===== config.mk =====
export PLATFORM = sky130hd
export DESIGN_NAME = vs_spi_arbiter
export DESIGN_NICKNAME = d
export VERILOG_FILES = /design/src/rtl/vs_spi_pkg.sv /design/src/rtl/spi_tick_gen.sv /design/src/rtl/vs_spi_arbiter.sv
export SDC_FILE = /design/constraint.sdc
export NUM_CORES = 1
export LEC_CHECK = 0
export CAP_MARGIN = 30
export CORE_ASPECT_RATIO = 1.5
export CORE_MARGIN = 4
export CORE_UTILIZATION = 55
export DETAILED_ROUTE_END_ITERATION = 6
export MAX_ROUTING_LAYER = met4
export PLACE_DENSITY = 0.86
export RECOVER_POWER = 100
export SKIP_LAST_GASP = 1
export SLEW_MARGIN = 5
export SYNTH_ARGS = -nofsm -noshare
export SYNTH_HDL_FRONTEND = slang
export SYNTH_SLANG_ARGS = --single-unit

===== constraint.sdc =====
create_clock -name I_CLK -period 4.45 [get_ports I_CLK]
set_input_delay 1.1125 -clock I_CLK [delete_from_list [all_inputs] [get_ports I_CLK]]
set_output_delay 1.1125 -clock I_CLK [all_outputs]
set_load 0.02 [all_outputs]

===== src/rtl/vs_spi_pkg.sv =====
// Shared constants for the VS1003 serial-bus arbiter: FSM encoding, word sizes
// and the SCI opcodes/registers used by the command requesters.
package vs_spi_pkg;

  localparam logic [1:0] S_IDLE   = 2'd0;
  localparam logic [1:0] S_SHIFT  = 2'd1;
  localparam logic [1:0] S_FINISH = 2'd2;
  localparam logic [1:0] S_GAP    = 2'd3;

  localparam int CMD_BITS  = 32;
  localparam int DATA_BITS = 16;

  localparam logic [7:0]  SCI_WRITE       = 8'h02;
  localparam logic [7:0]  REG_MODE        = 8'h00;
  localparam logic [7:0]  REG_VOL         = 8'h0B;
  localparam logic [15:0] MODE_SOFT_RESET = 16'h0804;

  // Assembles an SCI word in wire order: opcode, register address, data.
  function automatic logic [31:0] sci_word(input logic [7:0] op,
                                           input logic [7:0] addr,
                                           input logic [15:0] data);
    return {op, addr, data};
  endfunction

endpackage


===== src/rtl/spi_tick_gen.sv =====
// Free-running divider; tick marks the last I_CLK cycle of each SCLK half-period.
module spi_tick_gen #(
  parameter int CLK_DIV = 50
) (
  input  logic I_CLK,
  input  logic RST,
  output logic tick
);

  localparam int CW = (CLK_DIV > 2) ? $clog2(CLK_DIV) : 1;
  localparam logic [CW-1:0] TC = CW'(CLK_DIV - 1);

  logic [CW-1:0] cnt;

  always_ff @(posedge I_CLK) begin
    if (!RST)          cnt <= '0;
    else if (cnt == TC) cnt <= '0;
    else               cnt <= cnt + 1'b1;
  end

  assign tick = (cnt == TC);

endmodule


===== src/rtl/vs_spi_arbiter.sv =====
// Owns the VS1003 serial bus and arbitrates SCI command words against SDI data
// words, with a starvation bound that eventually forces a data grant.
//
// state  | meaning
// IDLE   | selects high, waiting for DREQ and a request on a tick
// SHIFT  | select low, toggling SCLK and shifting the word out MSB first
// FINISH | last bit sent; raise select and pulse the matching ack
// GAP    | one tick of both selects high before the next grant
module vs_spi_arbiter
  import vs_spi_pkg::*;
#(
  parameter int CLK_DIV      = 50,
  parameter int STARVE_LIMIT = 4
) (
  input  logic        I_CLK,
  input  logic        RST,
  input  logic        DREQ,
  input  logic        cmd_req,
  input  logic [31:0] cmd_word,
  output logic        cmd_ack,
  input  logic        data_req,
  input  logic [15:0] data_word,
  output logic        data_ack,
  output logic        SCLK,
  output logic        SI,
  output logic        XCS,
  output logic        XDCS,
  output logic        busy
);

  localparam int SW = (STARVE_LIMIT > 1) ? $clog2(STARVE_LIMIT + 1) : 1;
  localparam logic [SW-1:0] STARVE_MAX = SW'(STARVE_LIMIT);

  logic          tick;
  logic [1:0]    state;
  logic [31:0]   shreg;
  logic [5:0]    bitcnt;
  logic [SW-1:0] starve;
  logic          is_cmd;
  logic          grant_data;

  spi_tick_gen #(.CLK_DIV(CLK_DIV)) u_tick (
    .I_CLK(I_CLK),
    .RST  (RST),
    .tick (tick)
  );

  // Command wins unless data has been passed over STARVE_LIMIT times in a row.
  assign grant_data = data_req && (!cmd_req || (starve == STARVE_MAX));
  assign SI         = shreg[31];
  assign busy       = (state != S_IDLE);

  always_ff @(posedge I_CLK) begin
    if (!RST) begin
      state    <= S_IDLE;
      shreg    <= '0;
      bitcnt   <= '0;
      starve   <= '0;
      is_cmd   <= 1'b0;
      SCLK     <= 1'b0;
      XCS      <= 1'b1;
      XDCS     <= 1'b1;
      cmd_ack  <= 1'b0;
      data_ack <= 1'b0;
    end else begin
      cmd_ack  <= 1'b0;
      data_ack <= 1'b0;
      if (tick) begin
        if (!data_req) starve <= '0;
        case (state)
          S_IDLE: begin
            if (DREQ && (cmd_req || data_req)) begin
              state <= S_SHIFT;
              if (grant_data) begin
                is_cmd <= 1'b0;
                shreg  <= {data_word, 16'h0000};
                bitcnt <= 6'(DATA_BITS);
                XDCS   <= 1'b0;
                starve <= '0;
              end else begin
                is_cmd <= 1'b1;
                shreg  <= cmd_word;
                bitcnt <= 6'(CMD_BITS);
                XCS    <= 1'b0;
                if (data_req && (starve != STARVE_MAX)) starve <= starve + 1'b1;
              end
            end
          end
          S_SHIFT: begin
            if (!SCLK) begin
              SCLK <= 1'b1;
            end else begin
              SCLK   <= 1'b0;
              bitcnt <= bitcnt - 1'b1;
              if (bitcnt == 6'd1) state <= S_FINISH;
              else                shreg <= {shreg[30:0], 1'b0};
            end
          end
          S_FINISH: begin
            XCS      <= 1'b1;
            XDCS     <= 1'b1;
            cmd_ack  <= is_cmd;
            data_ack <= !is_cmd;
            state    <= S_GAP;
          end
          default: state <= S_IDLE;
        endcase
      end
    end
  end

endmodule


* Word level (Yosys, flattened, before mapping)
Cells that the tools add are included.
Word-level totals: bits in registers 55, input port bits 53, output and inout port bits 7, logic and storage cells 73
Operators by class: add/sub/neg operators 3, eq/ne operators 12, multiplexer cells 26, bitwise logic cells 1, reduce and logical (&&, ||, !) cells 20
Operator list (count):
- $mux 32 | 4
- $pmux 32 s2 | 1
- $mux 6 | 3
- $reduce_and 4->1 | 4
- $mux 3 | 5
- $ne 2x2->1 const B | 6
- $pmux 6 s2 | 1
- $add 6x1->6 const B | 1
- $eq 6x1->1 const B | 1
- $eq 6x6->1 const B | 1
- $mux 1 | 6
- $mux 2 | 3
- $pmux 2 s3 | 1
- $reduce_and 3->1 | 2
- $reduce_bool 2->1 | 3
- $sub 6x1->6 const B | 1
- $reduce_and 5->1 | 1
- $pmux 1 s2 | 2
- $add 3x1->3 const B | 1
- $eq 3x3->1 const B | 1
- $logic_and 1x1->1 | 3
- $ne 3x3->1 const B | 1
- $eq 2x1->1 const B | 1
- $eq 2x2->1 const B | 1
- 6 further kinds | 8

* Depth between registers and ports, before layout
depth after elaboration 6, mapped depth 8, gate-level depth less buffers 6

* By module
From an unflattened synthesis, not the netlist that was laid out.
Second synthesis, totals: cell total of the unflattened synthesis 337, area total of the unflattened synthesis 3136.8 sq um
Modules (own cells, without submodules):
- vs_spi_arbiter | times used 1, cells an instance 309, area an instance 2857.7 sq um, seq. area each 980.9 sq um
- spi_tick_gen | times used 1, cells an instance 28, area an instance 279.0 sq um, seq. area each 120.1 sq um

* Worst setup path before layout
No wires, ideal clock.
kind input to register, start point input port data_req, end point register shreg[24], library setup time 86 ps, data arrival time 2259 ps, required time 4364 ps, slack 2106 ps, stages 6, path buffers 2, cell sequence buf_4 > o21ai_0 > a211oi_4 > buf_6 > a21oi_1 > a211oi_1
Between the ends: word-level cells in the longest chain between the ends 4, elaborated cells between the ends (all ways) 8, those cells by class eq/ne (1); mux (3); reduce/logical (4)
RTL lines:
- start: declaration | RTL line vs_spi_arbiter.sv:21 | input logic data_req,
- $logic_and 1x1->1 / $logic_or 1x1->1 (equally long branches) | RTL line vs_spi_arbiter.sv:49, vs_spi_arbiter.sv:72
- $mux 32 / $logic_and 1x1->1 (equally long branches) | RTL line vs_spi_arbiter.sv:74, vs_spi_arbiter.sv:72
- $mux 32 / $ne 2x2->1 (equally long branches)
- $pmux 32 s2 / $reduce_and 5->1 (equally long branches)
- end signal: assignment | RTL line vs_spi_arbiter.sv:76 | shreg <= {data_word, 16'h0000};
- end signal: assignment | RTL line vs_spi_arbiter.sv:82 | shreg <= cmd_word;
- end signal: assignment | RTL line vs_spi_arbiter.sv:96 | else shreg <= {shreg[30:0], 1'b0};
- end: declaration | RTL line vs_spi_arbiter.sv:36 | logic [31:0] shreg;
Parallel ways exist; a longest one is shown, timed or not. The select of a mux whose other input is x is not followed. A chain may end at the register's enable or synchronous reset.

* Worst setup path in the final report
start point input port data_req, end point register shreg[25]
The elaborated chain is that of the path after synthesis.

==> reports/summary.txt <==
SYNTH
------------------------------------------------------------------------------------
Synth area leader ..................................................... sky130_fd_sc_hd__dfxtp_1
Mean cell area of the mapped netlist ..................................    9.22 um^2
Dominant cell by count in the synthesized netlist ..................... sky130_fd_sc_hd__dfxtp_1
Post-synth net total ..................................................          364
Fraction of post-synthesis cell area in the top cell type by area .....        39.7%
Share of the yosys chip area belonging to registers ...................        39.7%
Most common library cells after synthesis ............................. 55 x sky130_fd_sc_hd__dfxtp_1, 44 x sky130_fd_sc_hd__a21oi_1, 29 x sky130_fd_sc_hd__a211oi_1
Most common flop cell mapped by yosys ................................. sky130_fd_sc_hd__dfxtp_1
Post-synthesis cell area ..............................................    2780 um^2
Top post-synthesis cells by area ...................................... sky130_fd_sc_hd__dfxtp_1 40%, sky130_fd_sc_hd__a21oi_1 7.9%, sky130_fd_sc_hd__a211oi_1 7.8%
Number of different library cells in the post-synthesis netlist .......           56
Cells after Synth .....................................................          301
Number of warnings reported in the yosys synthesis log ................            0
Number of register bits inferred by synthesis .........................           55
EDFF count, synth .....................................................            0
Asr flop ratio synth ..................................................           0%

PLACEMENT
------------------------------------------------------------------------------------
Hpwl dp ...............................................................      4890 um
Routability cong. .....................................................        0.852
Quantity of I/O buffers inserted on ports .............................           59
Post-Place Worst Slack ................................................      1.04 ns

ROUTE
------------------------------------------------------------------------------------
Length of the first detailed-routing pass in iterations ...............            6
Antenna Nets Post-Route ...............................................            0
Final wirelength ......................................................      6980 um
Initial DRC count .....................................................          284
WL per Instance .......................................................      16.8 um
Drt via density .......................................................         6.28
Total number of vias ..................................................        2,607
DRC violation count after routing .....................................            0

GLOBAL ROUTE
------------------------------------------------------------------------------------
Pin count of the biggest net entering global routing ..................           47
Grt total ovfl ........................................................            0
Number of global-route vias before repair .............................        2,527
Initial antenna violation count .......................................            0
Gr usage total ........................................................        23.4%
First-pass GRT wire length ............................................    11,300 um

CTS
------------------------------------------------------------------------------------
Clock tree from TritonCTS .............................................         done
CTS-repair resized insts ..............................................            0
Clock-pin transition on the worst setup and hold timing paths .........      0.09 ns
Root buffer selected by CTS ........................................... sky130_fd_sc_hd__clkbuf_8
Hold buffer count at CTS ..............................................            0
Clock tree buffer depth ...............................................            2
CTS sink count ........................................................           55
Level count of the clock H-tree .......................................            2
Post-CTS setup buffer count ...........................................            0
Clock latency of the later-clocked register in the worst-skew pair ....      0.31 ns
Total CTS buffers .....................................................            5

TIMING
------------------------------------------------------------------------------------
Final setup vio count .................................................            0
Maximum clock rate ....................................................      313 MHz
Sum of negative setup slack ...........................................         0 ns
Worst clock skew on the final layout ..................................   0.00826 ns
Minimum clock period ..................................................      3.20 ns
Setup repair after global routing missed its margin ...................        false
Post-route fraction of the period consumed by the critical path .......        71.9%
Headroom to the max-slew limit ........................................        4.86%
Final worst slack .....................................................      1.25 ns
Hold Violations, Final ................................................            0
Number of pins exceeding their max-slew limit in the final report .....            0
Slew at the pin closest to its max-slew limit .........................      1.43 ns

CRITICAL PATH
------------------------------------------------------------------------------------
Worst reg2reg startpoint ..............................................     state[1]
Levels on crit path ...................................................            6
Dominant delay contributor by cell family on the critical path ........ compound AO/OA/AOI/OAI gates
Cell depth of the worst flop-to-flop path .............................            7
Crit path DAT .........................................................      3.40 ns
Cell with the biggest individual delay on the critical path ........... sky130_fd_sc_hd__a211oi_4
Endpoint of the worst register-to-register path .......................     shreg[3]
Launch point of the critical path .....................................     data_req
Element type at the critical path start ...............................    input pin
Worst-path cell chain ................................................. dlygate4sd3_1 -> o21ai_0 -> a211oi_4 -> buf_12 -> a21oi_1 -> a211oi_1
CP peak stage delay ...................................................      0.72 ns
Endpoint of the worst setup timing path ...............................    shreg[25]
Kind of critical path .................................................    in -> reg
Critical path endpoint category .......................................     register
Register-to-register path setup slack .................................      2.10 ns
Worst Path Max Fanout .................................................           20
Count of buffering cells on the critical path with inverters included .            2
WP data required ......................................................      4.65 ns

POWER
------------------------------------------------------------------------------------
Worst IR drop on VDD ..................................................     0.206 mV
Leakage power .........................................................   0.00121 uW
Total power density per cell area .....................................  262 nW/um^2

CELLS AND AREA
------------------------------------------------------------------------------------
Fraction of final layout cells with drive strength greater than 1 .....        7.16%
Final net count .......................................................          412
Diodes inserted .......................................................            0
Area delta synth->final ...............................................        25.5%

DIE
------------------------------------------------------------------------------------
Die height ............................................................      95.0 um
Die outline area ......................................................    6270 um^2
Core Box Area .........................................................    4850 um^2
Width of the die ......................................................      66.0 um
Number of I/O pins ....................................................           60
Standard-cell rows ....................................................           31
Starting density of the core ..........................................        57.3%

OUTCOME
------------------------------------------------------------------------------------
Result of the run .....................................................    completed

MIN PATH
------------------------------------------------------------------------------------
Instance count along the most critical hold path ......................            1
Worst hold path type ..................................................   reg -> reg

FLOW RUN
------------------------------------------------------------------------------------
Max-cap violation count ...............................................            0

## cells by family after synthesis
group / share of synthesized area, %
AO/OA/AOI/OAI: 36.2
XOR/XNOR: 1.58
adder cells (fa/ha/maj): 4.51
buffers and inverters: 6.62
flip-flops: 39.7
multiplexers: 0.406
AND/OR/NAND/NOR: 11.0
## cell usage in the layout (no fill, tap or decap), types with 2 or more instances in the layout
cell / instances
sky130_fd_sc_hd__dlygate4sd3_1: 10
sky130_fd_sc_hd__xnor2_1: 3
sky130_fd_sc_hd__a21oi_1: 44
sky130_fd_sc_hd__o211a_1: 2
sky130_fd_sc_hd__nand4_1: 3
sky130_fd_sc_hd__o32ai_1: 3
sky130_fd_sc_hd__a311oi_1: 2
sky130_fd_sc_hd__nor4_1: 3
sky130_fd_sc_hd__nand3_1: 4
sky130_fd_sc_hd__nand2_1: 12
sky130_fd_sc_hd__nor2_1: 13
sky130_fd_sc_hd__ha_1: 10
sky130_fd_sc_hd__o21ai_0: 8
sky130_fd_sc_hd__a22oi_1: 16
sky130_fd_sc_hd__inv_1: 14
sky130_fd_sc_hd__a31oi_1: 2
sky130_fd_sc_hd__and3_1: 2
sky130_fd_sc_hd__nor3_1: 3
sky130_fd_sc_hd__o21a_1: 2
sky130_fd_sc_hd__a211oi_1: 30
sky130_fd_sc_hd__xor2_1: 2
sky130_fd_sc_hd__a21oi_2: 2
sky130_fd_sc_hd__a222oi_1: 15
sky130_fd_sc_hd__buf_4: 4
sky130_fd_sc_hd__dfxtp_1: 55
sky130_fd_sc_hd__or4_1: 2
sky130_fd_sc_hd__clkdlybuf4s50_1: 49
sky130_fd_sc_hd__clkbuf_8: 5
## how the worst min path moves through the flow
| stage | endpoint | startpoint |
|---|---|---|
| 2_1_floorplan | data_ack | is_cmd |
| 3_3_place_gp | data_ack | is_cmd |
| 3_5_place_dp | data_ack | is_cmd |
| 4_1_cts | data_ack | is_cmd |
| 5_1_grt | data_ack | is_cmd |
| 6_report | data_ack | is_cmd |
## power by group
| part | total [uW] | switching [uW] | internal (uW) | leakage [uW] |
|---|---|---|---|---|
| Clock | 318 | 153 | 165 | 0.0000513 |
| Sequential | 496 | 2.26 | 494 | 0.000443 |
| Combinational | 97.2 | 40.5 | 56.7 | 0.000711 |
## per-stage QoR
stage                     total power (uW)  hold slack [ns]  utilization (%)  instances  instance area, um^2
after global placement                 604            0.432             69.5        407                 3370
final                                  912            0.465             71.8        415                 3480
after global routing                   946            0.473             71.8        415                 3480
after floorplan                        549            0.415                -        301                 2780
after detailed placement               606            0.448             69.8        408                 3390
after CTS                              920            0.461             71.9        415                 3490
## worst register-to-register path: cells and delay by family, from the launching register on
kind	cells	cell delay [ns]
AOI/OAI and AO/OA	3	0.62
buffers and inverters	2	0.35
adders and majority gates	1	0.32
and+or+nand+nor	1	0.53
DFF	1	0.35
## layer usage
layer / vias up / global-route usage [%] / share of wire, %
met4: 0 / 9.49 / 1.7
li1: 1273 / - / -
met1: 1252 / 26.3 / 40
met2: 71 / 40.5 / 53
met5: - / - / 0
met3: 11 / 4.48 / 4.9
## area by class of cell
type,count,area (um^2)
multi-input combinational,208,1490
fill,389,1370
sequential,55,1100
timing repair buffer,65,656
tap,66,82.6
clock buffer,6,72.6
inverter,14,52.6
clock inverter,1,30.0
## registers in the layout, indices dropped and copies added, names as in the netlist
signal,cells
shreg,32
bitcnt,6
u_tick.cnt,6
starve,3
state,2
SCLK,1
XCS,1
XDCS,1
cmd_ack,1
data_ack,1
is_cmd,1
No activity file was read; power rests on OpenSTA's default activity.
==> RTL edit (same settings) <==
Set the parameter `STARVE_LIMIT` to 8 (it was 4).
--- a/src/rtl/vs_spi_arbiter.sv
+++ b/src/rtl/vs_spi_arbiter.sv
@@ -10,7 +10,7 @@
   import vs_spi_pkg::*;
 #(
   parameter int CLK_DIV      = 50,
-  parameter int STARVE_LIMIT = 4
+  parameter int STARVE_LIMIT = 8
 ) (
   input  logic        I_CLK,
   input  logic        RST,
Check against the original RTL: same outputs for any inputs over 10 cycles, from zero or initial values and one cycle with RST low; that may be too few to reach the edited logic, so the function may still have changed.
==> RTL edit against the original RTL <==
  * Total power decreased by 1.9%
  * Cell area is 6.4% higher
  * Setup slack got worse by 0.47 ns
  * Sequential cell count rose by 1
  * Largest cell class unchanged
  * Critical endpoint is now starve[3]$_SDFFE_PN0N_
  * Via count grew 8.1%
  * Routed wire length up 7.8%
  * Die area rose by 7.9%
  * Area after synthesis grew 8.8%
==> RTL edit: results (changes against the original RTL) <==
Run status:
- The run finished with clean final reports.

Detailed routing:
- The detailed route wirelength on metal3 is 349 um (+2.0%).
- The wire length on met1 is 3030 um (+8.4%).
- The total vias in the final route is 2818 (+8.1%).
- The first-iteration detailed-routing DRC count came to 119 (-58%).
- The average wire per cell in the routed design was 15.9 um (-5.2%).

Power:
- The leakage power is 1.36 nW (+13%).
- The share of total power consumed by net switching is 0.242 (+0.0276).
- The net switching power figure is 0.217 mW (+11%).
- The fraction of power consumed by the clock network is 0.320 (-0.029).
- The combinational power share is 0.113 (+0.006).

Worst setup path:
- The worst setup slack for register-to-register paths is 1.52 ns (-0.58 ns).
- The delay of the slowest cell on the worst path is 0.65 ns (-0.07 ns).
- The endpoint of the most critical register-to-register path is shreg[6]$_SDFFE_PN0P_.
- Following the worst setup path forward leads to its endpoint at starve[3]$_SDFFE_PN0N_.
- Broken down by cell family, the worst path's largest delay share belongs to buffers and inverters.

Synthesis:
- The commonest cells after synthesis are sky130_fd_sc_hd__dfxtp_1 (56), sky130_fd_sc_hd__inv_1 (28), sky130_fd_sc_hd__nand2_1 (26).
- The register area share after synthesis came to 0.371 (-0.0254).
- The count of unique library cells instantiated by Yosys is 45 (-20%).

Global route:
- The via count of the first global-routing pass is 2729 (+8.0%).
- The routing usage on met1 is 0.264 (+0.00110).
- The met3 usage is 0.0353 (-0.00946).
- The total global-route track usage is 0.230 (-0.00416).
- The first-pass GRT wire length is 12000 um (+5.9%).
- The met2 routing resource usage after global routing came to 0.396 (-0.00914).
- The pin count of the biggest net entering global routing was 59 (+26%).

Placed design:
- The HPWL after detailed placement was 5250 um (+7.4%).
- The pre-CTS setup slack is 0.597 ns (-0.440 ns).

STA:
- The final setup slack of the worst path was 0.784 ns (-0.468 ns).

Layout:
- The fraction of final layout cells sized beyond drive strength 1 was 0.0470 (-0.0246).
==> RTL edit: cell types whose count changed after synthesis, moves of 15 or more <==
cell,before,now
sky130_fd_sc_hd__a211o_1,0,16
sky130_fd_sc_hd__inv_1,13,28
sky130_fd_sc_hd__o21ai_0,8,24
sky130_fd_sc_hd__a211oi_1,29,1
sky130_fd_sc_hd__a32o_1,0,16
sky130_fd_sc_hd__a22oi_1,16,0
sky130_fd_sc_hd__a222oi_1,15,0
sky130_fd_sc_hd__nand3_1,4,23
sky130_fd_sc_hd__a21oi_1,44,22
==> RTL edit: cell type report <==
type                       instances  area, um2
fill                             425       1540
clock inverter                     3       23.8
inverter                          29        109
timing repair buffer              66        639
multi-input combinational        245       1660
clock buffer                       5       68.8
sequential                        56       1120
tap                               68       85.1
==> RTL edit: kinds of logic after synthesis <==
kind of cell | share of synthesized area
fa+ha+maj | 0.0414
compound gates | 0.313
buf+inv | 0.0808
flops | 0.371
xor+xnor | 0.0174
simple gates | 0.166
mux | 0.00994
